<file path="config.mk">
export PLATFORM = sky130hd
export DESIGN_NAME = pes_seqgen
export DESIGN_NICKNAME = d
export VERILOG_FILES = /design/src/rtl/pes_seqdet_pkg.sv /design/src/rtl/pes_seqgen_shreg.sv /design/src/rtl/pes_seqgen.sv
export SDC_FILE = /design/constraint.sdc
export NUM_CORES = 1
export LEC_CHECK = 0
export BUFFER_PORTS_ARGS = -buffer_cell sky130_fd_sc_hd__buf_2
export CAP_MARGIN = 10
export CORE_MARGIN = 4
export CORE_UTILIZATION = 50
export DETAILED_ROUTE_END_ITERATION = 7
export GPL_ROUTABILITY_DRIVEN = 0
export PLACE_DENSITY = 0.84
export SLEW_MARGIN = 10
export SYNTH_ARGS = -nofsm -noshare
export SYNTH_HDL_FRONTEND = slang
export SYNTH_SLANG_ARGS = --single-unit
</file>
<file path="constraint.sdc">
create_clock -name clock -period 3.3 [get_ports clock]
set_input_delay 0.33 -clock clock [delete_from_list [all_inputs] [get_ports clock]]
set_output_delay 0.33 -clock clock [all_outputs]
set_load 0.05 [all_outputs]
</file>
<file path="src/rtl/pes_seqdet_pkg.sv">
// Shared definitions for the sequence-detection link: generator/detector state
// encodings, the default pattern and the default widths.
package pes_seqdet_pkg;

  localparam int DEF_PW = 4;
  localparam int DEF_CW = 4;
  localparam int DEF_GW = 4;

  localparam logic [3:0] DEF_PATTERN = 4'b1011;

  typedef enum logic [1:0] {
    IDLE = 2'd0,
    SEND = 2'd1,
    GAP  = 2'd2,
    FIN  = 2'd3
  } seq_state_e;

endpackage

</file>
<file path="src/rtl/pes_seqgen_shreg.sv">
// Parallel-load pattern register shifted out MSB-first. It rotates rather than
// shifts, so after PW shifts the pattern is back in place for the next repetition.
module pes_seqgen_shreg #(
  parameter int PW = 4,
  parameter int IW = 2
) (
  input  logic          clock,
  input  logic          reset,
  input  logic          load,
  input  logic          shift,
  input  logic [PW-1:0] load_data,
  output logic          msb,
  output logic          next_msb,
  output logic [IW-1:0] bit_idx
);

  logic [PW-1:0] data;
  logic [IW-1:0] idx;

  always_ff @(posedge clock) begin
    if (reset) begin
      data <= '0;
      idx  <= '0;
    end else if (load) begin
      data <= load_data;
      idx  <= IW'(PW - 1);
    end else if (shift) begin
      data <= {data[PW-2:0], data[PW-1]};
      idx  <= (idx == '0) ? IW'(PW - 1) : idx - IW'(1);
    end
  end

  // next_msb is the bit that reaches the top after the next shift.
  assign msb      = data[PW-1];
  assign next_msb = data[PW-2];
  assign bit_idx  = idx;

endmodule

</file>
<file path="src/rtl/pes_seqgen.sv">
// Serial pattern transmitter: sends a latched pattern MSB-first a programmable
// number of times, separated by programmable runs of idle zeros.
module pes_seqgen
  import pes_seqdet_pkg::*;
#(
  parameter int            PW              = DEF_PW,
  parameter int            CW              = DEF_CW,
  parameter int            GW              = DEF_GW,
  parameter logic [PW-1:0] DEFAULT_PATTERN = PW'(DEF_PATTERN)
) (
  input  logic          clock,
  input  logic          reset,
  input  logic          start,
  input  logic          use_default,
  input  logic [PW-1:0] pattern_in,
  input  logic [CW-1:0] count_in,
  input  logic [GW-1:0] gap_in,
  output logic          sequence_out,
  output logic          bit_valid,
  output logic          busy,
  output logic          done,
  output logic [1:0]    dbg_state
);

  localparam int IW = (PW > 1) ? $clog2(PW) : 1;

  seq_state_e    state, state_next;
  logic [CW-1:0] reps_left, reps_next, reps_dec;
  logic [GW-1:0] gap_len;
  logic [GW-1:0] gap_cnt, gap_cnt_next;

  logic          load, shift;
  logic [PW-1:0] load_data;
  logic          sh_msb, sh_next_msb;
  logic [IW-1:0] bit_idx;

  logic          seq_next, valid_next, busy_next, done_next;

  assign load_data = use_default ? DEFAULT_PATTERN : pattern_in;
  assign dbg_state = state;

  pes_seqgen_shreg #(
    .PW (PW),
    .IW (IW)
  ) u_shreg (
    .clock     (clock),
    .reset     (reset),
    .load      (load),
    .shift     (shift),
    .load_data (load_data),
    .msb       (sh_msb),
    .next_msb  (sh_next_msb),
    .bit_idx   (bit_idx)
  );

  always_ff @(posedge clock) begin
    if (reset) begin
      state        <= IDLE;
      reps_left    <= '0;
      gap_len      <= '0;
      gap_cnt      <= '0;
      sequence_out <= 1'b0;
      bit_valid    <= 1'b0;
      busy         <= 1'b0;
      done         <= 1'b0;
    end else begin
      state        <= state_next;
      reps_left    <= reps_next;
      gap_cnt      <= gap_cnt_next;
      if (load) gap_len <= gap_in;
      sequence_out <= seq_next;
      bit_valid    <= valid_next;
      busy         <= busy_next;
      done         <= done_next;
    end
  end

  // Outputs are computed for the cycle after the edge, so every output is a flop.
  always_comb begin
    state_next   = state;
    reps_next    = reps_left;
    gap_cnt_next = gap_cnt;
    load         = 1'b0;
    shift        = 1'b0;
    seq_next     = 1'b0;
    valid_next   = 1'b0;
    busy_next    = 1'b0;
    done_next    = 1'b0;
    reps_dec     = (reps_left != '0) ? reps_left - CW'(1) : '0;

    case (state)
      IDLE: begin
        if (start) begin
          if (count_in != '0) begin
            load       = 1'b1;
            state_next = SEND;
            reps_next  = count_in;
            seq_next   = load_data[PW-1];
            valid_next = 1'b1;
            busy_next  = 1'b1;
          end else begin
            state_next = FIN;
            done_next  = 1'b1;
          end
        end
      end

      SEND: begin
        shift = 1'b1;
        if (bit_idx != '0) begin
          seq_next   = sh_next_msb;
          valid_next = 1'b1;
          busy_next  = 1'b1;
        end else begin
          reps_next = reps_dec;
          if (reps_dec == '0) begin
            state_next = FIN;
            done_next  = 1'b1;
          end else if (gap_len == '0) begin
            seq_next   = sh_next_msb;
            valid_next = 1'b1;
            busy_next  = 1'b1;
          end else begin
            state_next   = GAP;
            gap_cnt_next = gap_len;
            busy_next    = 1'b1;
          end
        end
      end

      GAP: begin
        busy_next = 1'b1;
        // gap_cnt holds the idle cycles remaining including the current one.
        if (gap_cnt <= GW'(1)) begin
          state_next   = SEND;
          gap_cnt_next = '0;
          seq_next     = sh_msb;
          valid_next   = 1'b1;
        end else begin
          gap_cnt_next = gap_cnt - GW'(1);
        end
      end

      FIN: begin
        state_next = IDLE;
      end

      default: begin
        state_next = IDLE;
      end
    endcase
  end

endmodule

</file>
Yosys cells after proc, flatten, opt, wreduce, memory -nomap -nowiden

Cells that the tools add are included.

Add/sub/neg operators: 3
Reductions and logical operators: 13
Order comparisons: 1
Equality and inequality tests: 10
Mux-type cells: 47

Operators by type and width:

| operator                                                        | count |
|---|---|
| 2-to-1 mux 4 bit                                                | 11 |
| 2-to-1 mux 1 bit                                                | 20 |
| 2-to-1 mux 2 bit                                                | 9 |
| one-hot mux 4 bit (2 select lines)                              | 2 |
| != test 2 bit (second input constant)                           | 6 |
| AND reduction 4 bit                                             | 3 |
| one-hot mux 1 bit (3 select lines)                              | 3 |
| zero test 4 bit                                                 | 2 |
| one-hot mux 2 bit (4 select lines)                              | 1 |
| nonzero test 2 bit                                              | 4 |
| nonzero test 4 bit                                              | 2 |
| subtractor 4 x 1 -> 4 bit (second input constant)               | 2 |
| equality test 2 bit (second input constant)                     | 2 |
| less-or-equal comparator 4 x 1 -> 1 bit (second input constant) | 1 |
| zero test 2 bit                                                 | 2 |
| != test 3 bit (second input constant)                           | 1 |
| equality test 2 x 1 -> 1 bit (second input constant)            | 1 |
| one-hot mux 1 bit (2 select lines)                              | 1 |
| subtractor 2 x 1 -> 2 bit (second input constant)               | 1 |

Bits of input ports: 16
Register bits: 24
Output and inout port bits: 6

Depth between registers and ports, before layout

Depth after elaboration: 6
Mapped depth: 6

Hierarchy

Synthesis repeated with hierarchy kept, for this count alone.

Cells, all modules: 151
Area, all modules: 1,300.0 um^2

Modules (own cells, without submodules):

| module           | cells an instance | area each (um^2) | sequential area each (um^2) | times used |
|---|---|---|---|---|
| pes_seqgen       | 122               | 1,008.5          | 360.3                       | 1 |
| pes_seqgen_shreg | 29                | 291.5            | 120.1                       | 1 |

Worst setup path after synthesis

OpenSTA, ideal clock, no wires.

Kind: register -> register
Start point: register state[1] (netlist: dbg_state[1])
End point: register gap_cnt[0]
Buffers on the path: 1
Period minus slack after synthesis: 1.753 ns
Slack: 1.547 ns
Data arrival time: 1.621 ns
Stages on the path, launching flop included: 6
Library setup time: 0.132 ns
Path through: dfxtp_1 > buf_2 > nor2b_1 > a31o_4 > o311a_1 > nor3_2

Cells in the longest elaborated chain, start to end: 3
Elaborated cells between the ends (all ways): 8
Classes of those cells: eq/ne (5); mux (1); reduce/logical (2)

Ends and longest elaborated chain:

| item                                                                       | line             | source |
|---|---|---|
| start, declared                                                            | pes_seqgen.sv:27 | `seq_state_e state, state_next;` |
| start signal, assigned                                                     | pes_seqgen.sv:67 | `state <= state_next;` |
| equality test 2 x 1 -> 1 bit / equality test 2 bit (equally long branches) | pes_seqgen.sv:91 | `case (state)` |
| != test 2 bit (no line) / nonzero test 2 bit (equally long branches)       | n/a              |  |
| AND reduction 4 bit (no line)                                              | n/a              |  |
| end signal, assigned                                                       | pes_seqgen.sv:69 | `gap_cnt <= gap_cnt_next;` |
| end, declared                                                              | pes_seqgen.sv:30 | `logic [GW-1:0] gap_cnt, gap_cnt_next;` |

Parallel ways exist; a longest one is shown, timed or not.
A chain may end at the register's enable or synchronous reset.

Worst setup path after layout

Start point: register gap_cnt[0]
End point: register bit_valid

Cells in the longest elaborated chain, start to end: 3

Ends and longest elaborated chain:

| item                                    | line              | source |
|---|---|---|
| less-or-equal comparator 4 x 1 -> 1 bit | pes_seqgen.sv:134 | `if (gap_cnt <= GW'(1)) begin` |
| 2-to-1 mux 1 bit                        | pes_seqgen.sv:134 |  |
| one-hot mux 1 bit (3 select lines)      | pes_seqgen.sv:91  |  |
| end signal, assigned                    | pes_seqgen.sv:72  | `bit_valid <= valid_next;` |
| end, declared                           | pes_seqgen.sv:19  | `output logic bit_valid,` |

Every way passes these cells.

==> impl_metrics.env <==
export IMPL_status="completed"
export IMPL_cts_setup_buffers=0
export IMPL_ant_nets=0
export IMPL_regToRegStartpoint="gap_cnt[0]$_SDFFE_PP0P_"
export IMPL_hold_ws_ps=220
export IMPL_vias=1191
export IMPL_grtUsageTotal_pct=19.1
export IMPL_drt_met1_wl_um=1260
export IMPL_cts_hold_buf=0
export IMPL_p_leak_nw=0.556
export IMPL_synth_edf_count=0
export IMPL_critPathKind="reg2reg"
export IMPL_grt_pass1_vias=1139
export IMPL_synthArstFlopShare_pct=0
export IMPL_seq_area_frac_synth_pct=38.2
export IMPL_hold_viol=0
export IMPL_pre_cts_slack_ps=1580
export IMPL_viasPerCell=5.98
export IMPL_critPathCaptureType="register"
export IMPL_met2_length_um=1400
export IMPL_final_util_pct=61.1
export IMPL_placed_area_um2=1350
export IMPL_finalWirelength_um=2850
export IMPL_worstPathRequired_ps=3560
export IMPL_cts_resized=0
export IMPL_antenna_found_initial=0
export IMPL_synth_main_ff_cell="dfxtp_1"
export IMPL_finalSetupViolations=0
export IMPL_met3WireLength_um=130
export IMPL_cap_violations=0
export IMPL_rows=17
export IMPL_layout_common_cells="dfxtp_1 (24), buf_2 (21), nand2_1 (20), a21oi_1 (12), nor2_1 (10)"
export IMPL_irDropWorstVdd_uv=447
export IMPL_grt_pass1_wl_um=4960
export IMPL_hp_start="gap_in[2]"
export IMPL_grt_ovfl_total=0
export IMPL_clock_skew_ps=2.28
export IMPL_syn_nets=174
export IMPL_critical_path_peak_fanout=6
export IMPL_start_util_pct=54.8
export IMPL_p_total_mw=0.989
export IMPL_worstPathCellList="inv_1, ha_1, nor2_1, nor3_1, nand2_1, a31oi_1"
export IMPL_clockBufferDepth=2
export IMPL_drcViolationCount=0
export IMPL_cts_tree="yes"
export IMPL_yosysWarnings=0
export IMPL_startpoint_type="register"
export IMPL_cp_slowest_cell="nor3_1"
export IMPL_wire_per_inst_um=14.3
export IMPL_rsz0062_at_grt="false"
export IMPL_syn_to_final_growth_pct=11.5
export IMPL_critPathArrivalTime_ps=2030
export IMPL_startpoint="gap_cnt[0]$_SDFFE_PP0P_"
export IMPL_drt_first_pass_iters=4
export IMPL_finalCritPeriodShare_pct=53.6
export IMPL_hold_path_class="in2reg"
export IMPL_dp_cells=195
export IMPL_die_x_um=58.2
export IMPL_synth_area_per_cell_um2=8.12
export IMPL_tightest_slew_ps=736
export IMPL_setup_tns_final_ps=0
export IMPL_h_tree_depth=1
export IMPL_fp_dieH_um=58.2
export IMPL_synth_distinct_cells=38
export IMPL_syn_inst=155
export IMPL_place_port_buffers=21
export IMPL_max_freq_mhz=565
export IMPL_drive_gt1_share_pct=19.9
export IMPL_finalNonFillerCells=199
export IMPL_place_hpwl_um=2050
export IMPL_layout_commonest_cell="dfxtp_1"
export IMPL_period_needed_ps=1770
export IMPL_fp_coreArea_um2=2300
export IMPL_root_buffer="clkbuf_4"
export IMPL_antenna_cells=0
export IMPL_slowest_delay_ps=570
export IMPL_clock_sinks=24
export IMPL_cts_buffers=3
export IMPL_fin_ws_ps=1530
export IMPL_clkTransAtPathRegs_ps=130
export IMPL_ios=22
export IMPL_power_per_cell_area_nw_per_um2=705
export IMPL_postLayoutCellArea_um2=1400
export IMPL_grt_max_degree=27
export IMPL_relSlewSlack_pct=50.5
export IMPL_die_area_um2=3380
export IMPL_netlist_area_um2=1260
export IMPL_highest_layer="met4"
export IMPL_report_final_slew_viol_count=0
export IMPL_synth_seq_cells=24
export IMPL_clk_latency_ps=330
export IMPL_drt_iter0_drc=42
export IMPL_layout_nets=191
## final timing paths
check | endpoint | slack (ps) | cells after the start
max | bit_valid$_SDFF_PP0_ | 1530 | 6
min | gap_len[2]$_SDFFE_PP0P_ | 220 | 3
max reg2reg | bit_valid$_SDFF_PP0_ | 1530 | 6
min reg2reg | u_shreg.data[2]$_SDFFE_PP0P_ | 490 | 2
## per-layer routing
metal  GRT usage, %  vias to the layer above
met5              0                        -
met4           9.60                        0
met3           3.79                        5
met2           32.7                       28
met1           22.4                      568
li1               -                      590
## layout make-up
class                           count  area (um^2)
Clock buffer                        3         22.5
Clock inverter                      1         30.0
Fill cell                         208          893
Inverter                            7         26.3
Multi-Input combinational cell    115          704
Sequential cell                    24          480
Tap cell                           28         35.0
Timing Repair Buffer               21          105
## Yosys cell counts, drive strengths merged (4+ instances only)
library cell,n,area [um^2]
nand2,20,75.1
nor3,10,65.1
o21ai,9,45.0
nand3,6,30.0
nor2,10,37.5
buf,4,28.8
clkbuf,5,18.8
dfxtp,24,480
inv,7,26.3
a31oi,7,43.8
a21oi,13,68.8
nand2b,4,25.0
## critical path, delay by kind of cell, from the launching register on
kind | cells | cell delay, ps
AO/OA/AOI/OAI | 1 | 230
adder cells (fa/ha/maj) | 1 | 190
buffers and inverters | 1 | 80
flip-flops | 1 | 380
AND/OR/NAND/NOR | 3 | 830
## flip-flops by register name (all words and copies together) (netlist names)
signal           cells
sequence_out         1
bit_valid            1
reps_left            4
busy                 1
gap_len              4
done                 1
u_shreg.bit_idx      2
u_shreg.data         4
dbg_state            2
gap_cnt              4
## power breakdown
| group | total (mW) | switching [mW] | internal [mW] |
|---|---|---|---|
| clock network | 0.217 | 0.0936 | 0.123 |
| logic | 0.372 | 0.239 | 0.133 |
| registers | 0.400 | 0.0581 | 0.342 |
## kinds of logic (layout without fill, tap and decap cells)
group | after synthesis | in the layout | synth area share, %
AND/OR/NAND/NOR | 67 | 67 | 28.9
flip-flops | 24 | 24 | 38.2
buffers and inverters | 16 | 32 | 5.87
AO/OA/AOI/OAI | 43 | 43 | 22.6
XOR/XNOR | 1 | 1 | 0.696
adder cells (fa/ha/maj) | 3 | 3 | 2.98
multiplexers | 1 | 1 | 0.795
Power figures use the tool's default switching activity.
